--- src/rtl/asip_frontend_pkg.sv ---
// Shared types and defaults for the ASIP board-input front end.
package asip_frontend_pkg;

   typedef enum logic [1:0] {
      WAIT_REL = 2'd0,
      IDLE     = 2'd1,
      RUN      = 2'd2
   } state_t;

   localparam int DEF_NUM_CH          = 3;
   localparam int DEF_CH_W            = 2;
   localparam int DEF_SYNC_STAGES     = 2;
   localparam int DEF_DEBOUNCE_CYCLES = 4;

   // Width of a counter that must hold values up to DEBOUNCE_CYCLES.
   function automatic int debounce_cnt_w(input int cycles);
      return $clog2(cycles + 1);
   endfunction

endpackage

--- src/rtl/asip_switch_frontend_if.sv ---
// Board-side switches in, frozen run configuration and start/done strobes out.
//
// Handshake: start_pulse is a single-cycle strobe issued when a run begins; the
// configuration on color_sel/gtype_sel is stable for the whole run (running=1)
// and the run ends at the first clock edge where done_i is sampled high.
// There is no back-pressure: the core must accept start_pulse when it appears.
interface asip_switch_frontend_if
   import asip_frontend_pkg::*;
#(
   parameter int NUM_CH = DEF_NUM_CH,
   parameter int CH_W   = DEF_CH_W
) ();

   logic [NUM_CH*CH_W-1:0] color_switches;
   logic                   gtype_switch;
   logic                   switchStart;
   logic                   done_i;
   logic [NUM_CH*CH_W-1:0] color_sel;
   logic                   gtype_sel;
   logic                   start_pulse;
   logic                   running;
   logic                   config_changed;
   state_t                 state_dbg;

   modport master (
      output color_switches, gtype_switch, switchStart, done_i,
      input  color_sel, gtype_sel, start_pulse, running, config_changed, state_dbg
   );

   modport slave (
      input  color_switches, gtype_switch, switchStart, done_i,
      output color_sel, gtype_sel, start_pulse, running, config_changed, state_dbg
   );

endinterface

--- src/rtl/switch_debouncer.sv ---
// Single-bit synchroniser followed by a consecutive-disagreement debounce counter.
module switch_debouncer
   import asip_frontend_pkg::*;
#(
   parameter int   SYNC_STAGES     = DEF_SYNC_STAGES,
   parameter int   DEBOUNCE_CYCLES = DEF_DEBOUNCE_CYCLES,
   parameter logic RESET_VAL       = 1'b0
) (
   input  logic clk,
   input  logic rst,
   input  logic raw,
   output logic deb
);

   localparam int             CW      = debounce_cnt_w(DEBOUNCE_CYCLES);
   localparam logic [CW-1:0]  CNT_MAX = CW'(DEBOUNCE_CYCLES - 1);

   logic [SYNC_STAGES-1:0] sync_q;
   logic [CW-1:0]          cnt_q;

   // Shift the raw input through the synchroniser chain.
   always_ff @(posedge clk) begin
      if (rst) sync_q <= {SYNC_STAGES{RESET_VAL}};
      else     sync_q <= {sync_q[SYNC_STAGES-2:0], raw};
   end

   // Flip the debounced bit only after DEBOUNCE_CYCLES consecutive disagreements.
   always_ff @(posedge clk) begin
      if (rst) begin
         deb   <= RESET_VAL;
         cnt_q <= '0;
      end else if (sync_q[SYNC_STAGES-1] == deb) begin
         cnt_q <= '0;
      end else if (cnt_q == CNT_MAX) begin
         deb   <= ~deb;
         cnt_q <= '0;
      end else begin
         cnt_q <= cnt_q + 1'b1;
      end
   end

endmodule

--- src/rtl/asip_switch_frontend.sv ---
// Debounces the board switches and start button, issues the start strobe and
// freezes the run configuration until the core reports done.
module asip_switch_frontend
   import asip_frontend_pkg::*;
#(
   parameter int NUM_CH          = DEF_NUM_CH,
   parameter int CH_W            = DEF_CH_W,
   parameter int SYNC_STAGES     = DEF_SYNC_STAGES,
   parameter int DEBOUNCE_CYCLES = DEF_DEBOUNCE_CYCLES
) (
   input logic                   clk,
   input logic                   rst,
   asip_switch_frontend_if.slave bus
);

   localparam int SW_W  = NUM_CH * CH_W;
   localparam int CFG_W = SW_W + 1;   // colour bits plus gtype
   localparam int NB    = SW_W + 2;   // plus the start button

   logic [NB-1:0]    raw_bits;
   logic [NB-1:0]    deb_bits;
   logic [CFG_W-1:0] deb_cfg;
   logic [CFG_W-1:0] deb_cfg_q;
   logic [CFG_W-1:0] sel_q;
   logic             deb_start;
   logic             deb_start_q;
   logic             start_fall;
   logic             cfg_flip;

   state_t state_q;
   state_t state_n;
   logic   pulse_n;
   logic   cc_n;
   logic   load_cfg;
   logic   start_pulse_q;
   logic   config_changed_q;
   logic   running_q;

   assign raw_bits = {bus.switchStart, bus.gtype_switch, bus.color_switches};

   for (genvar i = 0; i < NB; i++) begin : g_deb
      switch_debouncer #(
         .SYNC_STAGES     (SYNC_STAGES),
         .DEBOUNCE_CYCLES (DEBOUNCE_CYCLES),
         .RESET_VAL       (1'b0)
      ) u_deb (
         .clk (clk),
         .rst (rst),
         .raw (raw_bits[i]),
         .deb (deb_bits[i])
      );
   end

   assign deb_cfg    = deb_bits[CFG_W-1:0];
   assign deb_start  = deb_bits[NB-1];
   assign start_fall = deb_start_q & ~deb_start;   // active-low button pressed
   assign cfg_flip   = (deb_cfg != deb_cfg_q);

   // Remember last cycle's debounced values for edge detection.
   always_ff @(posedge clk) begin
      if (rst) begin
         deb_start_q <= 1'b0;
         deb_cfg_q   <= '0;
      end else begin
         deb_start_q <= deb_start;
         deb_cfg_q   <= deb_cfg;
      end
   end

   // Next state, strobes and config-load enable; RUN holds the frozen config.
   always_comb begin
      state_n  = state_q;
      pulse_n  = 1'b0;
      cc_n     = 1'b0;
      load_cfg = 1'b0;
      case (state_q)
         WAIT_REL: begin
            load_cfg = 1'b1;
            if (deb_start) state_n = IDLE;
         end
         IDLE: begin
            load_cfg = 1'b1;
            if (start_fall) begin
               state_n = RUN;
               pulse_n = 1'b1;
            end else begin
               cc_n = cfg_flip;
            end
         end
         RUN: begin
            // done wins over any start edge seen in the same cycle
            if (bus.done_i) begin
               state_n  = IDLE;
               load_cfg = 1'b1;
            end
         end
         default: state_n = WAIT_REL;
      endcase
   end

   // State register and registered strobes.
   always_ff @(posedge clk) begin
      if (rst) begin
         state_q          <= WAIT_REL;
         start_pulse_q    <= 1'b0;
         config_changed_q <= 1'b0;
         running_q        <= 1'b0;
      end else begin
         state_q          <= state_n;
         start_pulse_q    <= pulse_n;
         config_changed_q <= cc_n;
         running_q        <= (state_n == RUN);
      end
   end

   // Track debounced config outside a run; latch it on entry to RUN.
   always_ff @(posedge clk) begin
      if (rst)           sel_q <= '0;
      else if (load_cfg) sel_q <= deb_cfg;
   end

   assign bus.color_sel      = sel_q[SW_W-1:0];
   assign bus.gtype_sel      = sel_q[SW_W];
   assign bus.start_pulse    = start_pulse_q;
   assign bus.running        = running_q;
   assign bus.config_changed = config_changed_q;
   assign bus.state_dbg      = state_q;

endmodule

--- src/flat_wrapper.sv ---
// flat-port wrapper written by rule: the top's interface ports become plain ports
module asip_switch_frontend_flat import asip_frontend_pkg::*;
#(
   parameter int NUM_CH          = DEF_NUM_CH,
   parameter int CH_W            = DEF_CH_W,
   parameter int SYNC_STAGES     = DEF_SYNC_STAGES,
   parameter int DEBOUNCE_CYCLES = DEF_DEBOUNCE_CYCLES
)
  (clk, rst, bus_color_switches, bus_gtype_switch, bus_switchStart, bus_done_i, bus_color_sel, bus_gtype_sel, bus_start_pulse, bus_running, bus_config_changed, bus_state_dbg);
  asip_switch_frontend_if #(.NUM_CH(NUM_CH), .CH_W(CH_W)) bus_i ();
  input logic clk;
  input logic rst;
  input wire logic [$bits(bus_i.color_switches)-1:0] bus_color_switches;
  input wire logic [$bits(bus_i.gtype_switch)-1:0] bus_gtype_switch;
  input wire logic [$bits(bus_i.switchStart)-1:0] bus_switchStart;
  input wire logic [$bits(bus_i.done_i)-1:0] bus_done_i;
  output wire logic [$bits(bus_i.color_sel)-1:0] bus_color_sel;
  output wire logic [$bits(bus_i.gtype_sel)-1:0] bus_gtype_sel;
  output wire logic [$bits(bus_i.start_pulse)-1:0] bus_start_pulse;
  output wire logic [$bits(bus_i.running)-1:0] bus_running;
  output wire logic [$bits(bus_i.config_changed)-1:0] bus_config_changed;
  output wire logic [$bits(bus_i.state_dbg)-1:0] bus_state_dbg;
  assign bus_i.color_switches = bus_color_switches;
  assign bus_i.gtype_switch = bus_gtype_switch;
  assign bus_i.switchStart = bus_switchStart;
  assign bus_i.done_i = bus_done_i;
  assign bus_color_sel = bus_i.color_sel;
  assign bus_gtype_sel = bus_i.gtype_sel;
  assign bus_start_pulse = bus_i.start_pulse;
  assign bus_running = bus_i.running;
  assign bus_config_changed = bus_i.config_changed;
  assign bus_state_dbg = bus_i.state_dbg;
  asip_switch_frontend #(.NUM_CH(NUM_CH), .CH_W(CH_W), .SYNC_STAGES(SYNC_STAGES), .DEBOUNCE_CYCLES(DEBOUNCE_CYCLES)) u_core (.clk(clk), .rst(rst), .bus(bus_i));
endmodule
--- config.mk ---
export PLATFORM = sky130hd
export DESIGN_NAME = asip_switch_frontend_flat
export DESIGN_NICKNAME = d
export VERILOG_FILES = /design/src/rtl/asip_frontend_pkg.sv /design/src/rtl/asip_switch_frontend_if.sv /design/src/rtl/switch_debouncer.sv /design/src/rtl/asip_switch_frontend.sv /design/src/flat_wrapper.sv
export SDC_FILE = /design/constraint.sdc
export NUM_CORES = 1
export LEC_CHECK = 0
export CAP_MARGIN = 20
export CELL_PAD_IN_SITES_DETAIL_PLACEMENT = 1
export CELL_PAD_IN_SITES_GLOBAL_PLACEMENT = 2
export CORE_AREA = 2 2 82 84
export DETAILED_ROUTE_END_ITERATION = 8
export DIE_AREA = 0 0 84 86
export PLACE_DENSITY_LB_ADDON = 0.05
export SLEW_MARGIN = 20
export SYNTH_ARGS = -nofsm -noshare
export SYNTH_HDL_FRONTEND = slang
export SYNTH_HIERARCHICAL = 1
export SYNTH_SLANG_ARGS = --single-unit
--- constraint.sdc ---
create_clock -name clk -period 1.8 [get_ports clk]
set_clock_uncertainty 0.05 [all_clocks]
set_input_delay 0.27 -clock clk [delete_from_list [all_inputs] [get_ports clk]]
set_output_delay 0.27 -clock clk [all_outputs]
set_load 0.05 [all_outputs]
==> flow_summary.ini, run 1 <==
[timing]
rsz0062_at_grt = false
max_freq_mhz = 571.7
period_needed_ns = 1.749
drv_slew = 0
hold_viol_final = 0
fin_tns_setup_ns = 0
finalSetupViolCount = 0
worst_pin_slew_ns = 0.6646
finalCritPeriodShare = 0.9718
slew_headroom = 0.5570

[clock_network]
ctsHtreeMaxLevel = 3
cts_made_buffers = 9
cts_sinks = 68
cts_root_buffer = clkbuf_8
clk_pin_slew_worst_paths_ns = 0.07
clk_latency_ns = 0.33
post_cts.repair.setup_buffers = 0
clockBufferDepth = 2
ctsHoldBuffers = 0
tritoncts = done

[logic_synthesis]
seq_area_frac_synth = 0.5548
synth_cell_types = 24
syn_inst = 213
syn-cell-area_um2 = 2454
yosys_register_bits = 68
yosysWarnings = 6
syn_area_per_cell_um2 = 11.52
syn_nets = 240

[place]
place_area_um2 = 2758
hpwl_um = 3310
gp_congestion = 0.7006
port_buffers = 22

[floorplanning]
die-area_um2 = 7224
rows = 29
ios = 23
start_util = 0.3909
core_area_um2 = 6277
die_y_um = 86
die_w_um = 84

[global_routing]
overflow = 0
antenna_found_initial = 0
grt_first_pass_wirelength_um = 8266
grt_max_degree = 32
grt_pass1_vias = 1747
grt_usage = 0.1479

[detailed_routing]
vias = 1621
routedWlPerCell_um = 14.11
drc = 0
finalWirelength_um = 4613
ant_nets = 0
drt_iter0_markers = 51
first_pass_iters = 4
via_per_inst = 4.957

[finish]
antenna_cells = 0
nFillCells = 701
layout-drive-gt1-share = 0.1600
areaGrowthSynthToFinish_pct = 21.16
layout_common_cells = 68 x dfxtp_1, 23 x nor2b_1, 17 x nor4_1
nets = 272
postLayoutCellArea_um2 = 2973
mostFrequentLayoutCell = dfxtp_1

[pwr]
pwr-share-clk = 0.443
power.internal_mw = 2.287
switching_share = 0.2165
p_switching_uw = 632.0
comb_power_share = 0.031
p_per_area_nw_per_um2 = 982.0
finalPower_mw = 2.919
p_leak_nw = 1.160
ir_drop_v = 0.0004671
p_seq_frac = 0.526

[critical_path]
path_delay_family = buffers and inverters
crit_chain = clkdlybuf4s50_1
reg2reg_setup_slack_ns = 0.55
cp_max_fo = 1
arrival_ns = 1.43
worstSetupEndpointType = primary output
cpPeakStageDelay_ns = 0.79
path_buf_inv = 1
worst_path_max_delay_cell = clkdlybuf4s50_1
worst_setup_path_start_kind = register
cp.required_ns = 1.48
critical_path_class = register to primary output

[hold_path]
holdCritPathClass = register to register

[run_status]
status = complete, no violations

[run]
max_cap_viol_count = 0
[final timing paths]
| check | startpoint | to | cells after the start |
|---|---|---|---|
| worst max register to register | u_core/g_deb[2].u_deb/cnt_q[0] | u_core/g_deb[2].u_deb/cnt_q[2] | 3 |
| worst min-delay path | u_core/g_deb[4].u_deb/cnt_q[0] | u_core/g_deb[4].u_deb/cnt_q[0] | 1 |
| worst min register to register | u_core/g_deb[4].u_deb/cnt_q[0] | u_core/g_deb[4].u_deb/cnt_q[0] | 1 |
| worst max-delay path | u_core/bus.running | bus_running | 1 |
[cells by family after synthesis]
family,after synthesis,synth area share
DFF,68,0.5548
and+or+nand+nor,75,0.2070
adders and majority gates,16,0.08159
muxes,8,0.03264
AOI/OAI and AO/OA,17,0.04181
xor gates and xnor gates,15,0.05355
buffers and inverters,14,0.02856
[per-layer routing]
layer / share of wire / track usage / wire [µm]
met1: 0.44 / 0.1743 / 2051
met2: 0.51 / 0.2487 / 2359
met3: 0.030 / 0.04042 / 139
met4: 0.014 / 0.07478 / 63
met5: 0 / 0 / 0
[repair_timing]
| item | 4_1_cts | 5_1_grt |
|---|---|---|
| gates resized for setup | 0 | 2 |
| endpoints found under the setup margin | 0 | 2 |
| endpoints found under the hold margin | 0 | 0 |
[sequential cells by signal (all words and copies together), names as in the netlist, 2 cells and up]
register,flops
u_core/g_deb.u_deb/cnt_q,24
u_core/g_deb.u_deb/sync_q,16
u_core/g_deb.u_deb/deb,8
u_core/deb_cfg_q,7
u_core/sel_q,7
u_core/bus.state_dbg,2
[power by group through the flow]
stage | Clock (mW) | Combinational, mW | Sequential, mW
5_1_grt | 1.41 | 0.102 | 1.54
2_1_floorplan | 0 | 0.0421 | 1.57
3_5_place_dp | 0 | 0.0926 | 1.57
6_report | 1.29 | 0.0910 | 1.54
4_1_cts | 1.34 | 0.0929 | 1.54
3_3_place_gp | 0 | 0.0872 | 1.57
[synth_stat cells]
master / count / area (µm²)
a221oi_2: 1 / 15.01
inv_1: 10 / 37.54
nand3_1: 7 / 35.03
nand2_1: 1 / 3.750
ha_1: 16 / 200.2
buf_6: 2 / 22.52
xnor2_1: 8 / 70.07
nor2b_1: 23 / 143.9
a21oi_1: 7 / 35.03
nor4_1: 17 / 106.4
nor2_1: 13 / 48.80
and2b_2: 1 / 8.760
mux2i_1: 8 / 80.08
nor3_1: 1 / 5.000
a221oi_1: 1 / 8.760
or2b_1: 1 / 7.510
nand2b_4: 1 / 13.76
nor3b_1: 2 / 15.01
buf_2: 2 / 10.01
xor2_1: 7 / 61.31
a41oi_1: 1 / 8.760
dfxtp_1: 68 / 1361
nor4b_2: 8 / 120.1
o21ai_0: 7 / 35.03
[through the flow]
step	setup slack, ns	utilization	instances	hold slack, ns
floorplan	0.4393	-	213	0.2916
global route	0.0009192	0.4736	327	0.4100
finish	0.05073	0.4736	327	0.3846
global placement	0.3510	0.4393	311	0.3632
CTS	0.01514	0.4728	327	0.3863
detailed placement	0.2797	0.4393	311	0.3753
[area by class of cell]
| type | count | area (µm²) | area share |
|---|---|---|---|
| Sequential cell | 68 | 1361 | 0.4579 |
| Multi-Input combinational cell | 131 | 1022 | 0.3439 |
| Timing Repair Buffer | 25 | 245.2 | 0.08249 |
| Clock buffer | 11 | 151.4 | 0.05093 |
| Tap cell | 77 | 96.34 | 0.03241 |
| Clock inverter | 5 | 58.81 | 0.01978 |
| Inverter | 10 | 37.54 | 0.01263 |
Note: power is estimated with default switching activity, not from simulation.
==> run 2: changes to the inputs <==
--- a/config.mk
+++ b/config.mk
@@ -7,12 +7,12 @@
 export LEC_CHECK = 0
 export CAP_MARGIN = 20
 export CELL_PAD_IN_SITES_DETAIL_PLACEMENT = 1
-export CELL_PAD_IN_SITES_GLOBAL_PLACEMENT = 2
-export CORE_AREA = 2 2 82 84
+export CELL_PAD_IN_SITES_GLOBAL_PLACEMENT = 1
+export CORE_AREA = 2 2 75 77
 export DETAILED_ROUTE_END_ITERATION = 8
-export DIE_AREA = 0 0 84 86
+export DIE_AREA = 0 0 77 79
 export PLACE_DENSITY_LB_ADDON = 0.05
-export SLEW_MARGIN = 20
+export SLEW_MARGIN = 0
 export SYNTH_ARGS = -nofsm -noshare
 export SYNTH_HDL_FRONTEND = slang
 export SYNTH_HIERARCHICAL = 1
==> flow_summary.ini, run 2 (synthesis results as in run 1) <==
[run_status]
status = complete, no violations

[timing]
hold_viol_final = 0
max_freq_mhz = 572.5
fin_tns_setup_ns = 0
drv_slew = 0
slew_headroom = 0.6208
rsz0062_at_grt = false
worst_pin_slew_ns = 0.5688
finalSetupViolCount = 0
finalCritPeriodShare = 0.9704
period_needed_ns = 1.747

[finish]
nFillCells = 613
largest_reg_flops = 24
postLayoutCellArea_um2 = 2938
regMostFlops = u_core/g_deb.u_deb/cnt_q
antenna_cells = 0
top_regs = u_core/g_deb.u_deb/cnt_q: 24 flops, u_core/g_deb.u_deb/sync_q: 16 flops, u_core/g_deb.u_deb/deb: 8 flops
layout_common_cells = 68 x dfxtp_1, 23 x nor2b_1, 17 x nor4_1
post-route-util = 0.5504
mostFrequentLayoutCell = dfxtp_1
areaGrowthSynthToFinish_pct = 19.73
layout-drive-gt1-share = 0.1554
nets = 274

[place]
hpwl_um = 3316
place_area_um2 = 2766
port_buffers = 22
gp_congestion = 0.8021

[clock_network]
cts_made_buffers = 9
clockBufferDepth = 2
clk_pin_slew_worst_paths_ns = 0.06
cts_sinks = 68
tritoncts = done
ctsHtreeMaxLevel = 3
post_cts.repair.setup_buffers = 0
clk_latency_ns = 0.33
cts_root_buffer = clkbuf_8

[pwr]
ir_drop_v = 0.0004779
p_per_area_nw_per_um2 = 923.7
p_leak_nw = 1.138

[detailed_routing]
finalWirelength_um = 4688
ant_nets = 0
routedWlPerCell_um = 14.51
drt_iter0_markers = 41
drc = 0
vias = 1642
first_pass_iters = 4
via_per_inst = 5.084

[global_routing]
grt_pass1_vias = 1815
grt_first_pass_wirelength_um = 8148
antenna_found_initial = 0
grt_max_degree = 28
overflow = 0
grt_usage = 0.1728

[critical_path]
cp.required_ns = 1.48
worstSetupEndpointType = primary output
crit_chain = clkdlybuf4s50_1
critical_path_class = register to primary output
worst_path_max_delay_cell = clkdlybuf4s50_1
cpPeakStageDelay_ns = 0.79
path_delay_family = buffers and inverters
arrival_ns = 1.43
reg2regPathDepth = 3
path_depth = 1
path_buf_inv = 1
worst_setup_path_start_kind = register
cp_max_fo = 1

[floorplanning]
die_w_um = 77
die-area_um2 = 6083
core_area_um2 = 5338
ios = 23
rows = 27
die_y_um = 79
start_util = 0.4597

[hold_path]
min_path_cells = 2
holdCritPathClass = input pin to register

[run]
max_cap_viol_count = 0
run 2: cell count changes in the layout (fill, tap and decap cells not counted), sizes merged:
cell,delta
buf,+2
bufinv,-1
clkdlybuf4s50,+1
clkinv,+1
dlymetal6s2s,-1
clkinvlp,-2
clkbuf,+2
inv,-1
run 2: cell type report:
cell class                 instances  area (µm²)  area share
sequential                        68        1361      0.4634
clock inverter                     2       10.01    0.003407
clock buffer                      13       158.9     0.05409
timing repair buffer              27       257.7     0.08773
tap                               72       90.09     0.03066
inverter                          10       37.54     0.01278
multi-input combinational        131        1022      0.3480
run 2: timing repair:
action                     4_1_cts  5_1_grt
hold buffers                     0        0
setup endpoints to repair        0        1
resized for setup                0        1
run 2: per-layer routing:
metal | GRT usage | vias up | wire (µm) | part of all wire
met5 | 0 | - | 0 | 0
met4 | 0.09643 | 0 | 106 | 0.023
met3 | 0.04205 | 12 | 147 | 0.031
met2 | 0.3132 | 25 | 2496 | 0.53
met1 | 0.1850 | 792 | 1937 | 0.41
li1 | - | 813 | - | -
run 2: final timing paths:
| check | start | endpoint | slack [ns] |
|---|---|---|---|
| setup reg to reg | u_core/g_deb[2].u_deb/cnt_q[0] | u_core/g_deb[2].u_deb/cnt_q[2] | 0.52 |
| hold / removal | rst | u_core/deb_start_q | 0.36 |
| setup / recovery | u_core/bus.running | bus_running | 0.05 |
| hold reg to reg | u_core/g_deb[6].u_deb/cnt_q[0] | u_core/g_deb[6].u_deb/cnt_q[0] | 0.39 |
run 2: through the flow:
step	worst slack, ns	cells	hold WS (ns)	power [mW]
2_1_floorplan	0.4393	213	0.2916	1.610
3_3_place_gp	0.3536	308	0.3638	1.659
3_5_place_dp	0.2488	308	0.3772	1.668
4_1_cts	0.03352	323	0.3476	2.764
5_1_grt	0.01275	323	0.4085	2.830
6_report	0.05335	323	0.3594	2.714
run 2: power breakdown:
group / switching (mW) / internal [mW] / total [mW]
Combinational: 0.0487 / 0.0469 / 0.0956
Sequential: 0.0104 / 1.53 / 1.54
Clock: 0.517 / 0.564 / 1.08
Total: 0.576 / 2.14 / 2.71
